`src/rtl/state_dump_unit_pkg.sv`:
```
// Shared widths, stream kind encodings and dump FSM states
// for the post-halt state dump unit.
package state_dump_unit_pkg;

    localparam int XLEN      = 32;
    localparam int NREGS     = 32;
    localparam int MEM_WORDS = 16;
    localparam int MEM_BASE  = 0;
    localparam int DM_AW     = 8;
    localparam int RF_AW     = 5;
    localparam int IDX_W     = 8;

    localparam logic KIND_REG = 1'b0;
    localparam logic KIND_MEM = 1'b1;

    typedef enum logic [1:0] {
        ST_IDLE  = 2'd0,
        ST_RF    = 2'd1,
        ST_DM    = 2'd2,
        ST_DRAIN = 2'd3
    } dump_state_t;

endpackage

```
`src/rtl/state_dump_unit_beat_reg.sv`:
```
// Single-entry valid/ready output register for dump beats.
// Loads whenever empty or being drained, so the stream has no bubbles.
module dump_beat_reg
    import state_dump_unit_pkg::*;
(
    input  logic             i_clk,
    input  logic             i_rst,
    input  logic             i_item_valid,
    input  logic [XLEN-1:0]  i_data,
    input  logic             i_kind,
    input  logic [IDX_W-1:0] i_index,
    input  logic             i_last,
    input  logic             i_ready,
    output logic             o_load,
    output logic             o_valid,
    output logic [XLEN-1:0]  o_data,
    output logic             o_kind,
    output logic [IDX_W-1:0] o_index,
    output logic             o_last
);

    logic             r_valid;
    logic [XLEN-1:0]  r_data;
    logic             r_kind;
    logic [IDX_W-1:0] r_index;
    logic             r_last;
    logic             w_load;

    assign w_load = i_item_valid && (!r_valid || i_ready);

    always_ff @(posedge i_clk) begin
        if (i_rst) begin
            r_valid <= 1'b0;
            r_data  <= '0;
            r_kind  <= 1'b0;
            r_index <= '0;
            r_last  <= 1'b0;
        end else if (w_load) begin
            r_valid <= 1'b1;
            r_data  <= i_data;
            r_kind  <= i_kind;
            r_index <= i_index;
            r_last  <= i_last;
        end else if (r_valid && i_ready) begin
            r_valid <= 1'b0;
        end
    end

    assign o_load  = w_load;
    assign o_valid = r_valid;
    assign o_data  = r_data;
    assign o_kind  = r_kind;
    assign o_index = r_index;
    assign o_last  = r_last;

endmodule

```
`src/rtl/state_dump_unit.sv`:
```
// Walks the register file then a data-memory window over the debug
// read ports and streams each word out as one valid/ready beat.
module state_dump_unit
    import state_dump_unit_pkg::*;
(
    input  logic             i_clk,
    input  logic             i_rst,
    input  logic             i_start,
    output logic [RF_AW-1:0] o_dbg_rf_addr,
    input  logic [XLEN-1:0]  i_dbg_rf_data,
    output logic [DM_AW-1:0] o_dbg_dm_addr,
    input  logic [XLEN-1:0]  i_dbg_dm_data,
    output logic             o_out_valid,
    input  logic             i_out_ready,
    output logic [XLEN-1:0]  o_out_data,
    output logic             o_out_kind,
    output logic [7:0]       o_out_index,
    output logic             o_out_last,
    output logic             o_busy,
    output logic             o_done
);

    dump_state_t      r_state;
    dump_state_t      w_state_nxt;
    logic [IDX_W-1:0] r_idx;
    logic [IDX_W-1:0] w_idx_nxt;
    logic             r_done;
    logic             w_done_nxt;

    logic             w_item_valid;
    logic             w_load;
    logic [XLEN-1:0]  w_data;
    logic             w_kind;
    logic [IDX_W-1:0] w_index;
    logic             w_last;
    logic [DM_AW-1:0] w_dm_addr;
    logic             w_out_valid;

    // Memory window address wraps naturally at DM_AW bits.
    assign w_dm_addr    = DM_AW'(MEM_BASE) + DM_AW'(r_idx);
    assign w_item_valid = (r_state == ST_RF) || (r_state == ST_DM);

    always_comb begin
        w_state_nxt   = r_state;
        w_idx_nxt     = r_idx;
        w_done_nxt    = r_done;
        w_data        = '0;
        w_kind        = KIND_REG;
        w_index       = '0;
        w_last        = 1'b0;
        o_dbg_rf_addr = '0;
        o_dbg_dm_addr = '0;
        unique case (r_state)
            ST_IDLE: begin
                if (i_start) begin
                    w_state_nxt = ST_RF;
                    w_idx_nxt   = '0;
                    w_done_nxt  = 1'b0;
                end
            end
            ST_RF: begin
                o_dbg_rf_addr = RF_AW'(r_idx);
                w_data        = i_dbg_rf_data;
                w_kind        = KIND_REG;
                w_index       = r_idx;
                if (w_load) begin
                    if (r_idx == IDX_W'(NREGS - 1)) begin
                        w_idx_nxt   = '0;
                        w_state_nxt = ST_DM;
                    end else begin
                        w_idx_nxt = r_idx + 1'b1;
                    end
                end
            end
            ST_DM: begin
                o_dbg_dm_addr = w_dm_addr;
                w_data        = i_dbg_dm_data;
                w_kind        = KIND_MEM;
                w_index       = IDX_W'(w_dm_addr);
                w_last        = (r_idx == IDX_W'(MEM_WORDS - 1));
                if (w_load) begin
                    if (w_last) begin
                        w_state_nxt = ST_DRAIN;
                    end else begin
                        w_idx_nxt = r_idx + 1'b1;
                    end
                end
            end
            ST_DRAIN: begin
                if (w_out_valid && i_out_ready) begin
                    w_state_nxt = ST_IDLE;
                    w_done_nxt  = 1'b1;
                end
            end
            default: begin
                w_state_nxt = ST_IDLE;
            end
        endcase
    end

    always_ff @(posedge i_clk) begin
        if (i_rst) begin
            r_state <= ST_IDLE;
            r_idx   <= '0;
            r_done  <= 1'b0;
        end else begin
            r_state <= w_state_nxt;
            r_idx   <= w_idx_nxt;
            r_done  <= w_done_nxt;
        end
    end

    dump_beat_reg u_beat (
        .i_clk        (i_clk),
        .i_rst        (i_rst),
        .i_item_valid (w_item_valid),
        .i_data       (w_data),
        .i_kind       (w_kind),
        .i_index      (w_index),
        .i_last       (w_last),
        .i_ready      (i_out_ready),
        .o_load       (w_load),
        .o_valid      (w_out_valid),
        .o_data       (o_out_data),
        .o_kind       (o_out_kind),
        .o_index      (o_out_index),
        .o_last       (o_out_last)
    );

    assign o_out_valid = w_out_valid;
    assign o_busy      = (r_state != ST_IDLE);
    assign o_done      = r_done;

endmodule

```
`config.mk`:
```
export PLATFORM = sky130hd
export DESIGN_NAME = state_dump_unit
export DESIGN_NICKNAME = d
export VERILOG_FILES = /design/src/rtl/state_dump_unit_pkg.sv /design/src/rtl/state_dump_unit_beat_reg.sv /design/src/rtl/state_dump_unit.sv
export SDC_FILE = /design/constraint.sdc
export NUM_CORES = 1
export LEC_CHECK = 0
export ABC_AREA = 1
export BUFFER_PORTS_ARGS = -buffer_cell sky130_fd_sc_hd__buf_2
export CAP_MARGIN = 20
export CORE_ASPECT_RATIO = 0.6
export CORE_MARGIN = 2
export CORE_UTILIZATION = 35
export DETAILED_ROUTE_END_ITERATION = 8
export MAX_ROUTING_LAYER = met4
export PLACE_DENSITY_LB_ADDON = 0.25
export SLEW_MARGIN = 20
export SYNTH_ARGS = -nofsm -noshare
export SYNTH_HDL_FRONTEND = slang
export SYNTH_SLANG_ARGS = --single-unit
export TNS_END_PERCENT = 10
```
`constraint.sdc`:
```
create_clock -name i_clk -period 1.6 [get_ports i_clk]
set_clock_uncertainty 0.05 [all_clocks]
set_input_delay 0.08 -clock i_clk [delete_from_list [all_inputs] [get_ports i_clk]]
set_output_delay 0.08 -clock i_clk [all_outputs]
set_load 0.005 [all_outputs]
```
==> out/results.md <==
### Status
* **status** finished with violations
* **violated checks** setup timing

### Synthesis
* **synthesized area divided by synthesized cell count** 6.95 sq um
* **syn nets** 439
* **xor-xnor portion of the synthesized cell area** 0.346%
* **Synth Area in Compound Gates** 14.8%
* **Yosys reg bits** 54
* **sequential fraction of the synthesis area** 42.7%
* **dominant combinational cell family by area after synthesis** simple AND/OR/NAND/NOR gates
* **Distinct cells, synth** 25
* **simple-gate portion of the synthesized area** 29.4%
* **multiplexer share of the synthesized area** 0%
* **number of instances in the synthesized netlist** 364
* **synthesis warning total** 0
* **arithmetic-cell share of the synthesized area counting full adders, half adders and majority gates** 3.46%
* **area of the mapped netlist** 2530 sq um

### Setup path
* **worst-case register-to-register setup slack** -20 ps
* **nature of the critical path startpoint** flip-flop
* **Critical R2R Capture** r_idx[4]$_SDFFE_PP0P_
* **Worst R2R Path Depth** 9
* **startpoint-to-endpoint class of the critical path** reg2reg
* **arrival time of the worst setup path** 1800 ps
* **peak fanout along the critical path** 6
* **required time of the worst setup path** 1780 ps
* **worst reg2reg startpoint** r_state[0]$_SDFFE_PP0P_
* **sort of element at the end of the critical path** flip-flop

### Final layout
* **Sequential cell area** 1090 sq um
* **most common cell after layout, fill and taps aside** nand2_1
* **diode count** 0
* **NumNets Final** 587
* **Filler Cells Inserted** 659
* **proportion of layout cells with a drive suffix above 1** 36.6%
* **Layout area overhead** 47.2%
* **most used cells in the layout excluding fill and tap cells** nand2_1 (142), buf_2 (125), dfxtp_1 (52)
* **Post-Layout Inst Area** 3720 sq um
* **area taken by multi-input logic gates** 1280 sq um

### Power and ir drop
* **Sw Ratio** 38.5%
* **power density relative to cell area** 1560 nW/um^2
* **sequential share of power** 31.8%
* **standby leakage power** 1.81 nW
* **proportion of power drawn by combinational gates** 48.5%
* **switching power summed over all nets** 2.24 mW
* **proportion of power drawn by the clock network** 19.8%
* **Int Power** 3.58 mW
* **IR Drop Worst-Case VDD** 0.710 mV

### Timing
* **Period minus WS final** 1620 ps
* **Fin Hold WS** 5.36 ps
* **final slew viol count** 0
* **period utilisation layout** 101%
* **maximum frequency from static timing analysis** 0.616 GHz
* **worst relative slew slack** 70.1%
* **Final Hold Fails** 0
* **final setup vio count** 2
* **unrepaired setup endpoints after global routing** true
* **transition at the pin with the smallest max-transition slack** 448 ps
* **post-layout worst setup margin** -22.4 ps

### Clock tree
* **TritonCTS clock tree** done
* **CTS root buffer** clkbuf_16
* **clock transition at the registers of the reported paths** 70 ps
* **maximum root-to-sink buffer count** 2
* **maximum level of the CTS H-tree** 2
* **clock sink count** 54
* **later-pin clock latency in the skew report** 280 ps
* **number of buffers inserted during clock tree synthesis** 5

### Floorplan
* **Total Die Area** 7950 sq um
* **core region area** 6820 sq um
* **Initial Util** 37.1%
* **total number of placement rows** 23
* **Die Span Y** 69.9 um
* **# IOs** 126
* **floorplan die width** 114 um

### Detailed routing
* **DR WL/cell** 12.9 um
* **DRC violations left** 0
* **via count** 2,815
* **First-pass DRT Iterations** 4
* **detail-routed via count per cell** 4.69
* **count of nets left with antenna violations after detail routing** 0
* **first-iteration detailed-routing DRC count** 141
* **Detailed Route WL** 7750 um

### Global route
* **number of global-route vias before repair** 2,475
* **final global-route overflow total** 0
* **GRT Total Usage** 19.4%
* **wire length of the first global-routing pass** 12,200 um
* **antenna violations before repair** 0
* **largest net degree at the start of global routing** 39

### Job
* **total of max-cap violations** 0

### Min path
* **worst min-delay path category** in2reg
* **hold-critical path endpoint** u_beat.o_data[14]$_SDFFE_PP0P_
* **start point of the worst min-delay path** i_dbg_rf_data[14]
* **Worst Hold Path Cells** 3

### Placement
* **number of buffer cells added on primary ports** 125
* **weighted congestion at the end of routability-driven global placement** 0.945
* **Final HPWL DP** 5690 um
* **placed instance area** 3390 sq um

## area by class of cell
class | instances | share of cell area [%]
sequential | 54 | 29.2
inverter | 34 | 3.56
clock inverter | 1 | 0.235
multi-input combinational | 257 | 34.4
clock buffer | 7 | 4.10
tap | 87 | 2.92
timing repair buffer | 160 | 25.5
## sequential cells by signal, summed over array words and instances, names as in the netlist
name,count
r_idx,8
u_beat.o_valid,1
u_beat.o_last,1
r_state,2
u_beat.o_index,8
o_done,1
u_beat.o_data,32
u_beat.o_kind,1
## logic make-up (layout without fill, tap and decap cells)
family | after synthesis | after routing
AOI/OAI and AO/OA | 64 | 64
xor gates and xnor gates | 1 | 1
adders and majority gates | 7 | 7
buffers and inverters | 53 | 202
DFF | 54 | 54
and+or+nand+nor | 185 | 185
## repair_timing
item,in CTS,in global routing
resized for setup,5,20
hold buffers,6,1
setup buffers,0,4
hold endpoints to repair,6,1
endpoints found under the setup margin,14,43
pin swaps,0,9
## through the flow
stage | util [%] | setup TNS [ps] | power [mW] | setup WS, ps | std cells
floorplan | - | 0 | 3.37 | 23.4 | 364
global placement | 49.7 | -26.2 | 4.33 | -13.5 | 581
detailed placement | 49.7 | -561 | 4.36 | -74.0 | 581
CTS | 53.1 | -36.8 | 5.59 | -19.8 | 595
global route | 54.6 | -549 | 6.25 | -106 | 600
finish | 54.6 | -30.7 | 5.83 | -22.4 | 600
## metal layers
layer	wire length, um	vias to the layer above	track usage [%]
met5	0	-	-
met4	52	0	3.52
met3	645	8	4.08
met2	3120	112	26.8
met1	3930	1234	29.3
li1	-	1461	-
## power groups by stage
stage	registers (mW)	clock network [mW]	logic, mW
3_3_place_gp	1.84	0	2.48
5_1_grt	1.89	1.25	3.11
2_1_floorplan	1.89	0	1.48
4_1_cts	1.83	1.19	2.57
6_report	1.85	1.15	2.82
3_5_place_dp	1.85	0	2.51
## cell usage after synthesis, drive strengths merged
| cell | number | area [sq um] |
|---|---|---|
| a21oi | 16 | 91.3 |
| a31oi | 33 | 206 |
| buf | 15 | 91.3 |
| clkbuf | 4 | 15.0 |
| dfxtp | 54 | 1080 |
| ha | 7 | 87.6 |
| inv | 34 | 128 |
| nand2 | 148 | 571 |
| nand3 | 9 | 45.0 |
| nand4 | 2 | 18.8 |
| nor2 | 25 | 104 |
| nor3 | 1 | 5.00 |
| o21ai | 14 | 70.1 |
| o21bai | 1 | 7.51 |
| xnor2 | 1 | 8.76 |
## how the worst max path moves through the flow
stage                             from                     to  slack (ps)  depth (start not counted)
2_1_floorplan  r_state[0]$_SDFFE_PP0P_  r_idx[3]$_SDFFE_PP0P_          20                         11
3_3_place_gp   r_state[0]$_SDFFE_PP0P_  r_idx[0]$_SDFFE_PP0P_         -10                         10
4_1_cts        r_state[0]$_SDFFE_PP0P_  r_idx[4]$_SDFFE_PP0P_         -20                         10
3_5_place_dp   r_state[0]$_SDFFE_PP0P_  r_idx[1]$_SDFFE_PP0P_         -70                         10
5_1_grt        r_state[0]$_SDFFE_PP0P_  r_idx[4]$_SDFFE_PP0P_        -110                          9
6_report       r_state[0]$_SDFFE_PP0P_  r_idx[4]$_SDFFE_PP0P_         -20                          9
## critical path: stages, from the launching register on
cell and delay (ps):
dfxtp_4 370, inv_4 50, ha_4 290, nand2_8 80, a21oi_4 190, nand2_4 100
buf_6 130, o21bai_1 140, nand2_1 60, nor2_1 100
Power figures use the tool's default switching activity.
